$ cat src/rtl/tpu_weight_row_packer.sv
// Collects 8-weight ternary beats into 64-weight rows and emits one
// 128-bit row per write, either base-3 packed or raw 2-bit.
module tpu_weight_row_packer #(
    parameter int ARRAY_SIZE   = 64,
    parameter int BEAT_WEIGHTS = 8,
    parameter int ADDR_WIDTH   = 12
) (
    input  logic                  clk,
    input  logic                  rst,
    input  logic                  start,
    input  logic                  packed_mode,
    input  logic [ADDR_WIDTH-1:0] cfg_base_addr,
    input  logic                  in_valid,
    output logic                  in_ready,
    input  logic [15:0]           in_weights,
    input  logic                  in_last,
    output logic                  out_valid,
    input  logic                  out_ready,
    output logic [ADDR_WIDTH-1:0] out_addr,
    output logic [127:0]          out_data,
    output logic [15:0]           rows_done,
    output logic                  err_illegal
);

    generate
        if (ARRAY_SIZE != 64 || BEAT_WEIGHTS != 8) begin : g_bad_cfg
            $error("tpu_weight_row_packer: only 64x8 geometry supported");
        end
    endgenerate

    logic [127:0]          stage;
    logic [2:0]            beat_cnt;
    logic                  stage_full;
    logic [ADDR_WIDTH-1:0] base_addr;
    logic [ADDR_WIDTH-1:0] row_idx;
    logic [15:0]           beat_clean;
    logic                  beat_bad;
    logic [127:0]          packed_row;
    logic                  accept;
    logic                  xfer;
    logic                  out_hs;

    // Digits use code value directly: 121 = sum of 3^i cancels the -1 offset.
    function automatic logic [127:0] pack_row(input logic [127:0] row);
        logic [129:0] ext;
        logic [127:0] res;
        logic [7:0]   acc;
        logic [7:0]   p3;
        logic [1:0]   d;
        ext = {2'b01, row};
        res = '0;
        for (int g = 0; g < 13; g++) begin
            acc = '0;
            p3  = 8'd1;
            for (int i = 0; i < 5; i++) begin
                d   = ext[2*(5*g+i) +: 2];
                acc = acc + {6'd0, d} * p3;
                p3  = p3 * 8'd3;
            end
            res[8*g +: 8] = acc;
        end
        return res;
    endfunction

    always_comb begin
        beat_clean = '0;
        beat_bad   = 1'b0;
        for (int l = 0; l < 8; l++) begin
            if (in_weights[2*l +: 2] == 2'b11) begin
                beat_clean[2*l +: 2] = 2'b01;
                beat_bad             = 1'b1;
            end else begin
                beat_clean[2*l +: 2] = in_weights[2*l +: 2];
            end
        end
    end

    assign packed_row = pack_row(stage);
    assign in_ready   = !stage_full;
    assign accept     = in_valid && in_ready;
    assign xfer       = stage_full && (!out_valid || out_ready);
    assign out_hs     = out_valid && out_ready;

    always_ff @(posedge clk) begin
        if (rst) begin
            stage       <= '0;
            beat_cnt    <= '0;
            stage_full  <= 1'b0;
            base_addr   <= '0;
            row_idx     <= '0;
            out_valid   <= 1'b0;
            out_data    <= '0;
            out_addr    <= '0;
            rows_done   <= '0;
            err_illegal <= 1'b0;
        end else if (start) begin
            stage       <= '0;
            beat_cnt    <= '0;
            stage_full  <= 1'b0;
            base_addr   <= cfg_base_addr;
            row_idx     <= '0;
            out_valid   <= 1'b0;
            out_data    <= '0;
            out_addr    <= '0;
            rows_done   <= '0;
            err_illegal <= 1'b0;
        end else begin
            if (accept) begin
                // A short row pads every later beat slot with zero weights.
                for (int b = 0; b < 8; b++) begin
                    if (3'(b) == beat_cnt) begin
                        stage[16*b +: 16] <= beat_clean;
                    end else if (in_last && 3'(b) > beat_cnt) begin
                        stage[16*b +: 16] <= 16'h5555;
                    end
                end
                if (beat_cnt == 3'd7 || in_last) begin
                    stage_full <= 1'b1;
                end
                beat_cnt <= beat_cnt + 3'd1;
                if (beat_bad) begin
                    err_illegal <= 1'b1;
                end
            end
            if (xfer) begin
                out_data   <= packed_mode ? packed_row : stage;
                out_addr   <= base_addr + row_idx;
                row_idx    <= row_idx + 1'b1;
                out_valid  <= 1'b1;
                stage_full <= 1'b0;
                beat_cnt   <= '0;
            end else if (out_hs) begin
                out_valid <= 1'b0;
            end
            if (out_hs) begin
                rows_done <= rows_done + 16'd1;
            end
        end
    end

endmodule

$ cat config.mk
export PLATFORM = sky130hd
export DESIGN_NAME = tpu_weight_row_packer
export DESIGN_NICKNAME = d
export VERILOG_FILES = /design/src/rtl/tpu_weight_row_packer.sv
export SDC_FILE = /design/constraint.sdc
export NUM_CORES = 1
export LEC_CHECK = 0
export BUFFER_PORTS_ARGS = -buffer_cell sky130_fd_sc_hd__buf_4
export CORE_MARGIN = 1
export CORE_UTILIZATION = 45
export DETAILED_ROUTE_END_ITERATION = 10
export PLACE_DENSITY = 0.68
export REMOVE_ABC_BUFFERS = 1
export SYNTH_ARGS = -nofsm -noshare
export SYNTH_HDL_FRONTEND = slang
export SYNTH_SLANG_ARGS = --single-unit
$ cat constraint.sdc
create_clock -name clk -period 9.6 [get_ports clk]
set_input_delay 0.48 -clock clk [delete_from_list [all_inputs] [get_ports clk]]
set_output_delay 0.48 -clock clk [all_outputs]
set_load 0.02 [all_outputs]
==> results.rst <==
.. list-table::
   :header-rows: 1

   * - Metric
     - Value
   * - Top flip-flop cell by instance count after synthesis
     - sky130_fd_sc_hd__dfxtp_1
   * - Class of the worst hold path
     - in2reg
   * - Net count reported at finish
     - 2782
   * - Post-synthesis area per instance
     - between 9 and 10 sq um
   * - 1st-iter DRT viols
     - 1138
   * - Number of antenna violations at the first check in global routing
     - 2
   * - Async S/R FF share, synth
     - 0%
   * - Reg clk slew, reported paths
     - 0.06 ns
   * - Total power divided by cell area
     - 130 nW/um^2
   * - Clk sink count
     - roughly 310
   * - Post-layout min period
     - ~3.9 ns
   * - Total negative setup slack
     - 0 ns
   * - Worst-case headroom to the max-slew limit
     - 22.2%
   * - Arrival @ worst endpoint
     - about 4.4 ns
   * - Final hold violation count
     - 0
   * - Area fraction of the dominant cell type after synthesis
     - 30.1%
   * - Worst Max-Slew Pin Slew
     - 1.16 ns
   * - Number of library cell types mapped by synthesis
     - 57
   * - Antenna violation net count after detailed routing
     - 0
   * - Count of buffers added by post-CTS timing repair for setup
     - 0
   * - Area of the mapped netlist
     - 20900 sq um
   * - Via-to-Cell Ratio
     - approximately 5.5
   * - Worst-case clock skew
     - 0.0104 ns
   * - Half-perimeter wire length after placement
     - 42400 um
   * - I/O pin cnt
     - 194
   * - EDFF count, synth
     - 0
   * - Endpoint type of the worst setup path
     - register
   * - Fraction of final layout cells sized beyond drive strength 1
     - 13.7%
   * - Post-route DRC violation count
     - 0
   * - Core region area
     - between 40000 and 50000 sq um
   * - Count of buffers inserted at the top-level ports
     - slightly below 200
   * - Area Overhead vs Synth
     - 14.9%
   * - Data required time of the worst path
     - roughly 10 ns
   * - Critical Path Slowest Stage Cell
     - sky130_fd_sc_hd__fa_1
   * - WL/cell
     - 19.5 um
   * - Top cells by area in the synthesized netlist
     - sky130_fd_sc_hd__dfxtp_1 (30%), sky130_fd_sc_hd__ha_1 (15%), sky130_fd_sc_hd__fa_1 (15%)
   * - X dimension of the die
     - 217 um
   * - Post-detailed-placement cell area
     - between 20000 and 25000 sq um
   * - Highest cell delay on the worst timing path
     - 0.54 ns
   * - Maximum level of the CTS H-tree
     - 2
   * - Placement row count
     - 78
   * - Most frequent cells in the layout
     - sky130_fd_sc_hd__inv_1 (320), sky130_fd_sc_hd__dfxtp_1 (314), sky130_fd_sc_hd__ha_1 (253)
   * - Count of hold-fix buffers inserted at cts
     - 0
   * - Flip-flop and latch count after synthesis
     - 314
   * - TritonCTS Buffers
     - 37
   * - Vias
     - between 15000 and 20000
   * - Mapped Cells
     - 2207
   * - Sort of element at the start of the critical path
     - register
   * - Cell accounting for the most synthesized area
     - sky130_fd_sc_hd__dfxtp_1
   * - Cell chain of the critical path
     - fa_1, inv_1, fa_1, inv_1, fa_1, inv_1, fa_1, inv_1, ha_1, fa_1, a21o_1, a21oi_1, xnor2_1, mux2i_1, a21oi_1
   * - Global-route wire length before repair
     - about 90000 um
   * - Number of global-route vias before repair
     - 16300
   * - Die Footprint
     - about 47000 sq um
   * - Worst hold slack after final layout
     - 0.159 ns
   * - Total routing usage reported by global routing
     - 24.7%
   * - Share of the clock period used by the worst path
     - 40.7%
   * - Critical setup path kind
     - reg2reg
   * - Initial core utilization
     - 45.9%
   * - Aggregate global routing overflow
     - 0
   * - Max-slew violations
     - 0
   * - Max IR drop VDD
     - 0.147 mV
   * - Sequential element share of the synthesized area
     - 30.1%
   * - Cell type with the highest occurrence count on the critical path
     - sky130_fd_sc_hd__fa_1
   * - Gp weighted congestion
     - roughly 0.87
   * - Number of cells upsized or downsized after cts
     - 0
   * - Clock latency of the later-clocked register in the worst-skew pair
     - 0.56 ns
   * - Leak Pwr
     - 11.1 nW
   * - Clock Tree Root
     - sky130_fd_sc_hd__clkbuf_16
   * - Vertical die dimension
     - 217 um
   * - Total setup violations reported at the end of the flow
     - 0
   * - Count of TritonRoute iterations in the first routing pass
     - 5
   * - Post-route standard cell area excluding fillers
     - 24000 sq um
   * - Number of synthesis warnings
     - 0
   * - Wirelength, routed
     - about 58000 um
   * - Setup repair after global routing missed its margin
     - no
   * - Maximum number of pins on one net before global-route repair
     - 95
   * - Clock tree from TritonCTS
     - done
   * - Highest Clock Rate
     - 256 MHz
   * - Result of the run
     - completed
   * - Number of buffers on the longest clock path
     - 3
   * - Critical path peak fanout
     - 4
   * - Number of maximum-capacitance violations
     - 0
   * - Most common library cell in the layout ignoring fill and taps
     - sky130_fd_sc_hd__inv_1
   * - FILL cells
     - 4113
-- state kept, by name (all words and copies together) (netlist names) --
| signal | count |
|---|---|
| beat_cnt | 3 |
| stage_full | 1 |
| err_illegal | 1 |
| rows_done | 16 |
| stage | 128 |
| out_addr | 12 |
| out_data | 128 |
| base_addr | 12 |
| out_valid | 1 |
| row_idx | 12 |
-- worst max-delay path, delay by kind of cell, from the launching register on --
family	cells	cell delay [ns]
adder cells (fa/ha/maj)	6	2.41
buffers and inverters	4	0.21
XOR/XNOR	1	0.14
AO/OA/AOI/OAI	3	0.54
flip-flops	1	0.44
multiplexers	1	0.09
-- power breakdown --
group | leakage (nW) | internal, mW | switching (mW)
clock network | 0.614 | 0.864 | 0.601
registers | 2.54 | 1.32 | 0.0248
logic | 7.95 | 0.111 | 0.199
total | 11.1 | 2.30 | 0.825
-- worst paths after layout --
path                                  start                        end  slack [ns]  depth (start not counted)
setup / recovery     stage[92]$_SDFFE_PP0P_  out_data[78]$_SDFFE_PP0P_        5.70                         15
hold / removal             cfg_base_addr[8]  base_addr[8]$_SDFFE_PP0P_        0.16                          3
setup reg to reg     stage[92]$_SDFFE_PP0P_  out_data[78]$_SDFFE_PP0P_        5.70                         15
hold reg to reg   out_data[98]$_SDFFE_PP0P_  out_data[98]$_SDFFE_PP0P_        0.45                          2
-- cells in the mapped netlist (all sizes together), types with 2 or more instances --
library cell and instances:
inv 320, dfxtp 314, ha 253, nor2 175, fa 152, a21oi 123, nand2 104, o21ai 88
mux2i 73, a211oi 60, clkbuf 59, xnor2 59, a22oi 58, buf 52, o221a 42, o211ai 30
a21o 27, a22o 25, xor2 22, nand3 18, o22ai 17, nor2b 16, a31oi 14, and2 14
o21bai 12, nor3 10, or3 10, nor4b 8, a32oi 7, nor4 7, nand4 6, and3 5
nand2b 5, o21a 5, o31a 4, o311a 2, or4 2
-- stage by stage --
stage               utilization [%]  worst slack [ns]  total power, mW  instances
floorplan                         -              4.42             1.55       2096
global placement               49.9              5.83             1.68       2903
detailed placement             49.9              5.69             1.69       2903
CTS                            52.7              5.68             3.15       2970
global route                   52.7              5.42             3.23       2972
finish                         52.7              5.70             3.12       2972
-- layout make-up --
cell class | instances | area (sq um) | share of cell area (%)
Clock buffer | 48 | 1020 | 4.24
Multi-Input combinational cell | 1462 | 13000 | 54.0
Clock inverter | 19 | 234 | 0.974
Timing Repair Buffer | 207 | 1560 | 6.49
Inverter | 320 | 1200 | 5.00
Tap cell | 600 | 751 | 3.13
Antenna cell | 2 | 5.00 | 0.0208
Sequential cell | 314 | 6290 | 26.2
-- routing by layer --
layer | track usage (%) | vias up | share of wire [%]
met5 | 0 | - | 0
met4 | 8.17 | 0 | 3.0
met3 | 3.78 | 107 | 5.4
met2 | 40.6 | 409 | 47
met1 | 33.0 | 7982 | 44
li1 | - | 7821 | -
-- kinds of logic after synthesis --
group	share of synthesized area, %
AO/OA/AOI/OAI	17.0
buffers and inverters	7.96
adder cells (fa/ha/maj)	29.7
AND/OR/NAND/NOR	8.33
flip-flops	30.1
XOR/XNOR	3.39
multiplexers	3.50
Note: power is estimated with default switching activity, not from simulation.
